## config.mk

```make
export PLATFORM = sky130hd
export DESIGN_NAME = hawk_decompressor
export DESIGN_NICKNAME = d
export VERILOG_FILES = /design/src/rtl/hacd_pkg.sv /design/src/rtl/hawk_decompressor.sv
export SDC_FILE = /design/constraint.sdc
export NUM_CORES = 1
export LEC_CHECK = 0
export CAP_MARGIN = 20
export CORE_AREA = 2 2 437 439
export CTS_CLUSTER_DIAMETER = 200
export DETAILED_ROUTE_END_ITERATION = 12
export DIE_AREA = 0 0 439 441
export PLACE_DENSITY = 0.3
export SYNTH_ARGS = -nofsm -noshare
export SYNTH_HDL_FRONTEND = slang
export SYNTH_SLANG_ARGS = --single-unit
```

## constraint.sdc

```tcl
create_clock -name clk_i -period 5.75 [get_ports clk_i]
set_input_delay 1.15 -clock clk_i [delete_from_list [all_inputs] [get_ports clk_i]]
set_output_delay 1.15 -clock clk_i [all_outputs]
set_load 0.005 [all_outputs]
```

## src/rtl/hacd_pkg.sv

```systemverilog
// Shared types and constants for the HACD compression/decompression path.
// Holds the decompressor FSM encoding and page geometry.
package hacd_pkg;

  localparam int HAWK_LINES_PER_PAGE = 64;
  localparam int HAWK_HDR_BITMAP_W   = 64;

  typedef enum logic [2:0] {
    IDLE,
    LDPTR,
    HDR,
    EXPAND,
    DONE
  } decomp_state_t;

  typedef logic [5:0] line_idx_t;

endpackage

```

## src/rtl/hawk_decompressor.sv

```systemverilog
// Zero-line page decompressor: reads a presence-bitmap header and the packed
// non-zero lines from the read FIFO, writes all 64 expanded lines in order.
module hawk_decompressor
  import hacd_pkg::*;
#(
  parameter int DATA_W = 512,
  parameter int STRB_W = 64,
  parameter int LINES  = HAWK_LINES_PER_PAGE,
  parameter int PTR_W  = 6
) (
  input  logic              clk_i,
  input  logic              rst_i,
  input  logic              decomp_start,
  output logic              decomp_done,
  output logic              decomp_err,
  output logic [6:0]        decomp_size,
  output logic [PTR_W-1:0]  rdfifo_rdptr,
  output logic              ld_rdfifo_rdptr,
  input  logic              rdfifo_empty,
  output logic              rd_req,
  input  logic [DATA_W-1:0] rd_data,
  input  logic [1:0]        rd_rresp,
  input  logic              rd_valid,
  input  logic              wrfifo_full,
  output logic              wr_req,
  output logic [STRB_W-1:0] wr_strb,
  output logic [DATA_W-1:0] wr_data
);

  decomp_state_t                  state_q, state_d;
  logic [HAWK_HDR_BITMAP_W-1:0]   bitmap_q;
  line_idx_t                      line_idx_q;
  logic [6:0]                     beats_q;
  logic                           err_q;

  logic head_ok, cur_bit, last_line;
  logic bitmap_ld, cnt_clr, line_inc, beat_inc, err_set, err_clr;

  assign head_ok      = !rdfifo_empty && rd_valid;
  assign cur_bit      = bitmap_q[line_idx_q];
  assign last_line    = (line_idx_q == line_idx_t'(LINES - 1));
  assign rdfifo_rdptr = '0;
  assign wr_strb      = '1;
  assign decomp_err   = err_q;
  assign decomp_size  = beats_q;

  always_comb begin
    state_d         = state_q;
    decomp_done     = 1'b0;
    ld_rdfifo_rdptr = 1'b0;
    rd_req          = 1'b0;
    wr_req          = 1'b0;
    wr_data         = '0;
    bitmap_ld       = 1'b0;
    cnt_clr         = 1'b0;
    line_inc        = 1'b0;
    beat_inc        = 1'b0;
    err_set         = 1'b0;
    err_clr         = 1'b0;
    case (state_q)
      IDLE: if (decomp_start) state_d = LDPTR;
      LDPTR: begin
        ld_rdfifo_rdptr = 1'b1;
        cnt_clr         = 1'b1;
        state_d         = HDR;
      end
      HDR: begin
        rd_req = head_ok;
        if (head_ok) begin
          if (rd_rresp == 2'b00) begin
            bitmap_ld = 1'b1;
            state_d   = EXPAND;
          end else begin
            err_set = 1'b1;
            state_d = DONE;
          end
        end
      end
      EXPAND: begin
        if (!cur_bit) begin
          wr_req = !wrfifo_full;
        end else if (head_ok) begin
          // A bad beat is dropped even if the write side is full: nothing is written for it.
          if (rd_rresp != 2'b00) begin
            rd_req  = 1'b1;
            err_set = 1'b1;
            state_d = DONE;
          end else if (!wrfifo_full) begin
            rd_req   = 1'b1;
            wr_req   = 1'b1;
            wr_data  = rd_data;
            beat_inc = 1'b1;
          end
        end
        if (wr_req) begin
          line_inc = 1'b1;
          if (last_line) state_d = DONE;
        end
      end
      DONE: begin
        decomp_done = 1'b1;
        if (!decomp_start) begin
          err_clr = 1'b1;
          cnt_clr = 1'b1;
          state_d = IDLE;
        end
      end
      default: state_d = IDLE;
    endcase
  end

  always_ff @(posedge clk_i or posedge rst_i) begin
    if (rst_i) begin
      state_q    <= IDLE;
      bitmap_q   <= '0;
      line_idx_q <= '0;
      beats_q    <= '0;
      err_q      <= 1'b0;
    end else begin
      state_q <= state_d;
      if (bitmap_ld) bitmap_q <= rd_data[HAWK_HDR_BITMAP_W-1:0];
      if (cnt_clr) begin
        line_idx_q <= '0;
        beats_q    <= '0;
      end else begin
        if (line_inc) line_idx_q <= line_idx_q + line_idx_t'(1);
        if (beat_inc) beats_q    <= beats_q + 7'd1;
      end
      if (err_set)      err_q <= 1'b1;
      else if (err_clr) err_q <= 1'b0;
    end
  end

endmodule

```

==> results.sh, run 1 <==
export IMPL_dr_pass1_iters=5
export IMPL_tns_ns=0
export IMPL_antenna_found_initial=143
export IMPL_numCtsBuffers=9
export IMPL_yosys_area_top_type="and2_1"
export IMPL_synth_top_area_share_pct=39.5
export IMPL_ys_flop_type="dfrtp_1"
export IMPL_finalHoldViolations=0
export IMPL_ys_seq_area_share_pct=24.9
export IMPL_grt_ovfl_total=0
export IMPL_placeableCoreArea_um2=189000
export IMPL_hold_class="flop to flop"
export IMPL_dieHeight_um=441
export IMPL_vias=11277
export IMPL_first_global_vias=10771
export IMPL_multiInputGateArea_um2=5440
export IMPL_routedWlPerCell_um=31.5
export IMPL_startpoint_type="input port"
export IMPL_clock_sinks=81
export IMPL_synth_xor_area_share_pct=0
export IMPL_synth_fa_ha_area_share_pct=0.308
export IMPL_cts_root_buffer="clkbuf_16"
export IMPL_holdBufCountCts=0
export IMPL_vias_per_cell=2.49
export IMPL_worstReg2RegEnd="state_q[0]"
export IMPL_start_util_pct=4.30
export IMPL_slew_viol_final=0
export IMPL_leakagePower_nw=8.39
export IMPL_reg2reg_depth=8
export IMPL_synth_compound_area_share_pct=3.25
export IMPL_pin_count=1114
export IMPL_worstHoldStart="bitmap_q[60]"
export IMPL_clk_pin_slew_ns=0.06
export IMPL_synth_top_family_by_area="simple AND/OR/NAND/NOR gates"
export IMPL_hold_depth=1
export IMPL_maxCapViolations=0
export IMPL_arrival_ns=4.29
export IMPL_rsz0062_at_grt="no"
export IMPL_drc=0
export IMPL_gp_congestion=0.949
export IMPL_first_iter_violations=415
export IMPL_reg2reg_from="line_idx_q[1]"
export IMPL_cts_tree="yes"
export IMPL_track_usage_pct=14.0
export IMPL_grt_max_degree=73
export IMPL_clock_skew_final_ns=0.0209
export IMPL_worstMarginPinSlew_ns=0.859
export IMPL_synthMuxAreaShare_pct=14.0
export IMPL_fill_cells=21623
export IMPL_required_ns=4.60
export IMPL_io_buffers=1043
export IMPL_end_kind="output port"
export IMPL_final_net_count=2510
export IMPL_power_mw=3.01
export IMPL_post_cts_buffers=0
export IMPL_critPathMaxFanout=64
export IMPL_p_per_area_nw_per_um2=129
export IMPL_die_x_um=439
export IMPL_synth_cell_types=49
export IMPL_synth_cells=975
export IMPL_worst_hold_path_endpoint="bitmap_q[60]"
export IMPL_synthTopCellsByArea="and2_1 (40%), dfrtp_1 (25%), mux2_2 (9.3%), buf_4 (6.7%), buf_2 (3.4%)"
export IMPL_worstSetupPathType="input port to output port"
export IMPL_synth_area_um2=8130
export IMPL_hold_slack_ns=0.503
export IMPL_ys_ff_latch=81
export IMPL_postSynth_asyncResetShare_pct=100
export IMPL_yosysWarnings=0
export IMPL_area_growth_pct=186
export IMPL_layout_drive_gt1_share_pct=15.4
export IMPL_clock_latency_ns=0.39
export IMPL_status="finished clean"
export IMPL_stdcell_count=4520
export IMPL_place_inst=4488
export IMPL_wirelength_mm=142
export IMPL_synth_avg_cell_area_um2=8.34
export IMPL_h_tree_depth=3
export IMPL_r2r_slack_ns=2.64
export IMPL_row_count=160
export IMPL_final_util_pct=12.3
export IMPL_yosys_area_share_simple_pct=45.9
export IMPL_fmax_mhz=184
export IMPL_clk_path_buf_depth=2
export IMPL_die_area_um2=194000
export IMPL_maxSlewHeadroom_pct=42.7
export IMPL_post_route_period_util_pct=94.5
export IMPL_final_antenna_net_count=0
export IMPL_ir_drop_uv=151
export IMPL_setup_viol=0
export IMPL_grt_pass1_wl_mm=165
export IMPL_synth_edf_count=0
export IMPL_ff_latch_area_um2=2030
export IMPL_hpwl_mm=133
export IMPL_ctsResizeCount=0
export IMPL_post_route_min_period_ns=5.44
[how the worst max path moves through the flow]
stage / slack (ns) / cells after the start / startpoint / end
floorplan: 2.08 / 7 / rd_rresp[1] / wr_data[100]
global placement: 0.33 / 10 / rd_valid / wr_data[206]
detailed placement: 0.28 / 10 / rd_valid / wr_data[182]
CTS: 0.19 / 11 / line_idx_q[1] / wr_data[182]
global route: 0.13 / 10 / rd_valid / wr_data[214]
finish: 0.31 / 10 / rd_valid / wr_data[206]
[power breakdown]
group          total, mW  leakage, nW  internal, mW  switching (mW)
logic               1.37         7.21         0.792           0.573
registers          0.988         1.02         0.816           0.172
clock network      0.659        0.154         0.347           0.312
[through the flow]
stage          setup slack (ns)  cell area, um2
2_1_floorplan              2.08            8390
3_3_place_gp              0.330           22900
3_5_place_dp              0.283           22900
4_1_cts                   0.189           23200
5_1_grt                   0.127           23200
6_report                  0.314           23300
[flip-flops by register name, indices dropped and copies added, names as in the netlist]
signal,count
bitmap_q,64
decomp_err,1
decomp_size,7
line_idx_q,6
state_q,3
[cell usage in the layout (no fill, tap or decap), types with 3 or more instances in the layout]
| master | instances |
|---|---|
| a21oi_1 | 8 |
| or2_2 | 3 |
| mux2_2 | 67 |
| conb_1 | 70 |
| nor2_1 | 12 |
| o2111ai_1 | 4 |
| nor2b_1 | 4 |
| o21ai_0 | 4 |
| buf_12 | 158 |
| mux4_2 | 11 |
| clkdlybuf4s50_1 | 875 |
| or3_1 | 9 |
| a31oi_1 | 3 |
| buf_4 | 47 |
| nand3_1 | 4 |
| diode_2 | 16 |
| or4_1 | 3 |
| clkinv_4 | 3 |
| nor3b_1 | 5 |
| inv_1 | 11 |
| clkbuf_16 | 9 |
| nand2_1 | 20 |
| o41ai_1 | 5 |
| nor3_1 | 7 |
| nor4_1 | 4 |
| nand4_1 | 3 |
| dfrtp_1 | 80 |
| and2_1 | 514 |
| nand3b_1 | 4 |
| mux2i_1 | 14 |
[synthesized netlist by cell type (5+ instances only)]
| cell type | instances |
|---|---|
| a21oi_1 | 8 |
| mux2i_1 | 14 |
| nand2_1 | 20 |
| and2_1 | 514 |
| dfrtp_1 | 81 |
| mux2_2 | 67 |
| nor3b_1 | 5 |
| clkbuf_1 | 16 |
| or3_1 | 9 |
| buf_2 | 55 |
| inv_1 | 12 |
| nor3_1 | 7 |
| nor2_1 | 12 |
| o41ai_1 | 5 |
| mux4_2 | 11 |
| buf_4 | 73 |
[final cells by class]
| type | instances | area share, % |
|---|---|---|
| Tap cell | 2511 | 13.5 |
| Inverter | 12 | 0.204 |
| Antenna cell | 16 | 0.172 |
| Sequential cell | 81 | 8.71 |
| Clock inverter | 7 | 0.376 |
| Clock buffer | 9 | 0.967 |
| Multi-Input combinational cell | 804 | 23.3 |
| Timing Repair Buffer | 1080 | 52.7 |
[logic make-up (layout without fill, tap and decap cells)]
kind of cell             Yosys count  in the layout
adder cells (fa/ha/maj)            2              2
AO/OA/AOI/OAI                     37             37
buffers and inverters            158           1108
flip-flops                        81             81
AND/OR/NAND/NOR                  603            603
multiplexers                      92             92
other                              2             86
[metal layers]
layer / part of all wire [%] / global-route usage (%) / wire length, um
met1: 35 / 14.5 / 49400
met2: 57 / 28.5 / 81100
met3: 6.6 / 3.48 / 9440
met4: 1.5 / 1.64 / 2160
met5: 0.14 / 0 / 206
[worst max-delay path, cell delays in order]
cell             delay [ns]
clkdlybuf4s50_1        0.47
nor2b_1                0.43
and2_1                 0.31
nand2_1                0.21
nor3_4                 0.27
buf_12                 0.18
buf_12                 0.19
buf_12                 0.27
and2_1                 0.17
clkdlybuf4s50_1        0.53
Note: power is estimated with default switching activity, not from simulation.
==> inputs of run 2 (changes only) <==
CAP_MARGIN = 40   (was 20)
SETUP_SLACK_MARGIN = 0.3   (was unset)
==> run 2 against run 1 <==
  * Combinational power about the same
  * Core utilization about the same
  * Clock skew barely moved
  * Register-to-register slack improved by 0.05 ns
  * Maximum frequency rose by 3.6%
  * Largest cell class unchanged
==> results.sh, run 2 (same netlist as run 1, synthesis figures left out) <==
export IMPL_status="finished clean"
export IMPL_h_tree_depth=3
export IMPL_power_mw=3.01
export IMPL_first_iter_violations=525
export IMPL_grt_max_degree=73
export IMPL_row_count=160
export IMPL_cts_root_buffer="clkbuf_16"
export IMPL_tns_ns=0
export IMPL_mostFrequentLayoutCells="clkdlybuf4s50_1 (875), and2_1 (514), buf_12 (158), dfrtp_1 (79), conb_1 (70)"
export IMPL_final_antenna_net_count=0
export IMPL_comb_power_share_pct=45.6
export IMPL_ctsResizeCount=2
export IMPL_final_net_count=2511
export IMPL_post_route_period_util_pct=91.3
export IMPL_clk_path_buf_depth=2
export IMPL_critPathMaxFanout=64
export IMPL_die_x_um=439
export IMPL_grt_ovfl_total=0
export IMPL_internal_power_mw=1.96
export IMPL_p_seq_share_pct=32.7
export IMPL_die_area_um2=194000
export IMPL_leakagePower_nw=8.40
export IMPL_wirelength_mm=142
export IMPL_maxCapViolations=0
export IMPL_clock_sinks=81
export IMPL_startpoint_type="input port"
export IMPL_worstMarginPinSlew_ns=0.673
export IMPL_required_ns=4.60
export IMPL_track_usage_pct=14.0
export IMPL_arrival_ns=4.10
export IMPL_post_route_min_period_ns=5.25
export IMPL_first_global_vias=10820
export IMPL_antenna_found_initial=147
export IMPL_grt_pass1_wl_mm=165
export IMPL_cts_tree="yes"
export IMPL_io_buffers=1043
export IMPL_p_per_area_nw_per_um2=129
export IMPL_regMostFlops="bitmap_q"
export IMPL_dr_pass1_iters=4
export IMPL_rsz0062_at_grt="no"
export IMPL_vias=11297
export IMPL_setup_viol=0
export IMPL_pin_count=1114
export IMPL_clock_latency_ns=0.39
export IMPL_post_cts_buffers=0
export IMPL_end_kind="output port"
export IMPL_start_util_pct=4.30
export IMPL_p_sw_share_pct=34.8
export IMPL_maxSlewHeadroom_pct=55.1
export IMPL_fmax_mhz=191
export IMPL_area_growth_pct=187
export IMPL_finalHoldViolations=0
export IMPL_ir_drop_uv=134
export IMPL_clock_power_share_pct=21.7
export IMPL_worstSetupPathType="input port to output port"
export IMPL_netSwitchingPower_mw=1.05
export IMPL_slew_viol_final=0
export IMPL_layout_commonest_cell="clkdlybuf4s50_1"
export IMPL_dieHeight_um=441
export IMPL_layout_drive_gt1_share_pct=15.5
export IMPL_holdBufCountCts=0
export IMPL_placeableCoreArea_um2=189000
export IMPL_drc=0
export IMPL_numCtsBuffers=9
export IMPL_clk_pin_slew_ns=0.06
export IMPL_hpwl_mm=133
export IMPL_gp_congestion=0.949
export IMPL_routedWlPerCell_um=31.5
export IMPL_hold_class="flop to flop"
export IMPL_vias_per_cell=2.50
export IMPL_largest_reg_flops=64
export IMPL_clock_skew_final_ns=0.0205
==> run 2: changes by cell type in the layout (fill, tap and decap cells not counted) <==
cell	change
diode_2	+2
buf_16	+1
dfrtp_2	+1
nor2b_1	-1
nor2b_2	+1
dfrtp_1	-1
==> run 2: layer usage <==
metal,share of wire [%],vias up,track usage (%)
met3,6.7,236,3.51
met2,57,636,28.4
met1,35,5348,14.6
li1,-,5037,-
met4,1.9,40,1.67
met5,0.20,-,0
==> run 2: cell type report <==
| cell class | instances | area, um2 |
|---|---|---|
| Tap cell | 2511 | 3140 |
| Clock inverter | 7 | 87.6 |
| Fill cell | 21638 | 166000 |
| Timing Repair Buffer | 1081 | 12300 |
| Inverter | 12 | 47.5 |
| Multi-Input combinational cell | 804 | 5440 |
| Clock buffer | 9 | 225 |
| Sequential cell | 81 | 2030 |
| Antenna cell | 18 | 45.0 |
==> run 2: worst paths after layout <==
| path | startpoint | slack, ns | cells after the start | endpoint |
|---|---|---|---|---|
| max | rd_valid | 0.50 | 10 | wr_data[237] |
| min | bitmap_q[60] | 0.50 | 1 | bitmap_q[60] |
| max reg2reg | line_idx_q[0] | 2.69 | 9 | line_idx_q[0] |
| min reg2reg | bitmap_q[60] | 0.50 | 1 | bitmap_q[60] |
| max in group asynchronous | rst_i | 3.50 | 3 | line_idx_q[1] |
| min in group asynchronous | rst_i | 1.20 | 2 | bitmap_q[54] |
==> run 2: power by group through the flow <==
| stage | clock network, mW | logic, mW | registers [mW] |
|---|---|---|---|
| after floorplan | 0 | 0.665 | 0.908 |
| after global placement | 0 | 1.40 | 1.01 |
| after detailed placement | 0 | 1.42 | 1.00 |
| after CTS | 0.690 | 1.43 | 0.992 |
| after global routing | 0.710 | 1.49 | 1.03 |
| final | 0.653 | 1.37 | 0.982 |
==> run 2: worst max-delay path, stage by stage <==
cell and delay, ns:
clkdlybuf4s50_1 0.47, nor2b_2 0.29, and2_1 0.28, nand2_1 0.19, nor3_4 0.27, buf_12 0.18
buf_12 0.20, buf_12 0.25, and2_1 0.18, clkdlybuf4s50_1 0.52
==> run 2: metrics by stage <==
step / hold slack [ns] / instances / utilization, % / worst slack (ns) / cell area [um2]
2_1_floorplan: 0.475 / 1043 / - / 2.08 / 8390
3_3_place_gp: 0.485 / 4488 / 12.1 / 0.330 / 22900
3_5_place_dp: 0.492 / 4489 / 12.1 / 0.272 / 23000
4_1_cts: 0.508 / 4505 / 12.3 / 0.384 / 23300
5_1_grt: 0.521 / 4507 / 12.3 / 0.325 / 23300
6_report: 0.502 / 4523 / 12.3 / 0.502 / 23300
==> inputs of run 3 (changes only) <==
==> constraint.sdc (replaced) <==
create_clock -name clk_i -period 5.75 [get_ports clk_i]
set_input_delay 0.8625 -clock clk_i [delete_from_list [all_inputs] [get_ports clk_i]]
set_output_delay 0.8625 -clock clk_i [all_outputs]
set_load 0.005 [all_outputs]
==> run 3 against run 2 <==
  * Setup slack gained 0.066 ns
  * Cell count shrank 0.40%
  * Die area is the same
  * First-iteration DRC count grew 10%
  * Critical path depth is the same
  * Clock-buffer cell count grew 1
  * Design area shrank 1.8%
  * Register-to-register slack lost 0.15 ns
  * Global-route usage shrank 0.14 points
==> results.sh, run 3 (same netlist as run 1, synthesis figures left out) <==
export IMPL_status="finished clean"
export IMPL_finalInstanceArea_um2=22900
export IMPL_ctsResizeCount=0
export IMPL_maxCapViolations=0
export IMPL_setup_ws_ns=0.568
export IMPL_startpoint_type="flop"
export IMPL_maxSlewHeadroom_pct=42.2
export IMPL_clock_skew_final_ns=0.0182
export IMPL_grt_max_degree=127
export IMPL_hold_class="flop to flop"
export IMPL_drc=0
export IMPL_setup_viol=0
export IMPL_clk_path_buf_depth=2
export IMPL_row_count=160
export IMPL_start_util_pct=4.30
export IMPL_hold_slack_ns=0.503
export IMPL_die_x_um=439
export IMPL_clock_latency_ns=0.38
export IMPL_gp_congestion=0.984
export IMPL_track_usage_pct=13.9
export IMPL_post_cts_buffers=0
export IMPL_clock_sinks=81
export IMPL_post_route_period_util_pct=90.1
export IMPL_pre_cts_ws_ns=0.845
export IMPL_grt_pass1_wl_mm=164
export IMPL_antenna_found_initial=153
export IMPL_placeableCoreArea_um2=189000
export IMPL_final_antenna_net_count=0
export IMPL_reg2reg_depth=8
export IMPL_pin_count=1114
export IMPL_reg2reg_from="line_idx_q[0]"
export IMPL_dr_pass1_iters=4
export IMPL_routed_wl_met2_mm=79.7
export IMPL_finalHoldViolations=0
export IMPL_critPathMaxFanout=74
export IMPL_arrival_ns=4.32
export IMPL_first_global_vias=10938
export IMPL_fmax_mhz=193
export IMPL_die_area_um2=194000
export IMPL_required_ns=4.89
export IMPL_max_stage_delay_ns=0.69
export IMPL_p_per_area_nw_per_um2=129
export IMPL_place_area_um2=22500
export IMPL_ir_drop_uv=107
export IMPL_first_iter_violations=580
export IMPL_worst_hold_path_endpoint="bitmap_q[55]"
export IMPL_dieHeight_um=441
export IMPL_post_route_min_period_ns=5.18
export IMPL_area_growth_pct=181
export IMPL_rsz0062_at_grt="no"
export IMPL_worstReg2RegEnd="decomp_size[1]"
export IMPL_regMostFlops="bitmap_q"
export IMPL_top_layer="met5"
export IMPL_routedWlPerCell_um=31.4
export IMPL_end_kind="output port"
export IMPL_r2r_slack_ns=2.54
export IMPL_layout_commonest_cell="clkdlybuf4s50_1"
export IMPL_path_cells="buf_4 -> mux2_2 -> nor3b_1 -> o31a_1 -> and4_1 -> nor3_4 -> buf_12 -> buf_12 -> and2_1 -> clkdlybuf4s50_1"
export IMPL_clk_pin_slew_ns=0.07
export IMPL_holdBufCountCts=0
export IMPL_worstMarginPinSlew_ns=0.859
export IMPL_path_depth=10
export IMPL_mostFrequentLayoutCells="clkdlybuf4s50_1 (900), and2_1 (514), buf_12 (129), dfrtp_1 (80), conb_1 (70)"
export IMPL_cpMostUsedCell="buf_12"
export IMPL_hold_depth=1
export IMPL_slew_viol_final=0
export IMPL_cts_tree="yes"
export IMPL_final_net_count=2494
export IMPL_cp_top_family="buffers and inverters"
export IMPL_cts_root_buffer="clkbuf_16"
export IMPL_numCtsBuffers=9
export IMPL_met1_length_mm=48.9
export IMPL_h_tree_depth=3
export IMPL_slowest_stage="dfrtp_1"
export IMPL_largest_reg_flops=64
export IMPL_vias=11373
export IMPL_worstHoldStart="bitmap_q[55]"
export IMPL_vias_per_cell=2.52
export IMPL_cp_buffers_inverters=4
export IMPL_grt_ovfl_total=0
export IMPL_worstSetupPathType="flop to output port"
export IMPL_hpwl_mm=132
export IMPL_layout_drive_gt1_share_pct=13.4
export IMPL_tns_ns=0
export IMPL_wl_met3_mm=10.2
export IMPL_leakagePower_nw=8.18
export IMPL_wirelength_mm=141
export IMPL_io_buffers=1043
[run 3: cell types whose count changed in the layout (fill, tap and decap cells not counted), moves of 2 or more]
| cell | before | now |
|---|---|---|
| clkdlybuf4s50_1 | 875 | 900 |
| inv_8 | 2 | 0 |
| clkinv_4 | 3 | 1 |
| buf_12 | 158 | 129 |
| buf_4 | 47 | 32 |
[run 3: worst max path at each step]
stage / slack [ns] / from / endpoint
2_1_floorplan: 2.44 / line_idx_q[0] / wr_data[100]
3_3_place_gp: 0.86 / line_idx_q[1] / wr_data[122]
3_5_place_dp: 0.84 / line_idx_q[1] / wr_data[122]
4_1_cts: 0.42 / line_idx_q[1] / wr_data[122]
5_1_grt: 0.35 / line_idx_q[1] / wr_data[122]
6_report: 0.57 / line_idx_q[1] / wr_data[122]
[run 3: per-stage QoR]
stage	instances	util, %	total power, mW
global placement	4469	11.9	2.38
CTS	4487	12.1	3.07
global route	4493	12.1	3.17
detailed placement	4472	11.9	2.39
finish	4505	12.1	2.96
floorplan	1043	-	1.57
[run 3: area by class of cell]
class                   instances  area (um2)
clock inverters                 5        63.8
inverters                      12        47.5
multi-input cells             804        5440
repair buffers               1064       11900
diodes                         18        45.0
fillers                     21620      166000
well taps                    2511        3140
clock buffers                  10         239
flip-flops and latches         81        2030
[run 3: where the power goes]
part	total, mW	internal, mW	switching [mW]
sequential	1.01	0.816	0.198
combinational	1.31	0.772	0.534
clock	0.641	0.351	0.291
[run 3: worst reg2reg max path: cells and delay by family, from the launching register on]
| kind | cells | cell delay [ns] |
|---|---|---|
| mux | 2 | 0.76 |
| compound gates | 2 | 0.70 |
| flops | 1 | 0.68 |
| simple gates | 2 | 0.51 |
| buf+inv | 2 | 0.46 |
[run 3: layer usage]
| layer | global-route usage (%) | vias to the layer above |
|---|---|---|
| met5 | 0 | - |
| met2 | 27.7 | 646 |
| met1 | 14.0 | 5414 |
| li1 | - | 5009 |
| met4 | 2.22 | 48 |
| met3 | 4.26 | 256 |
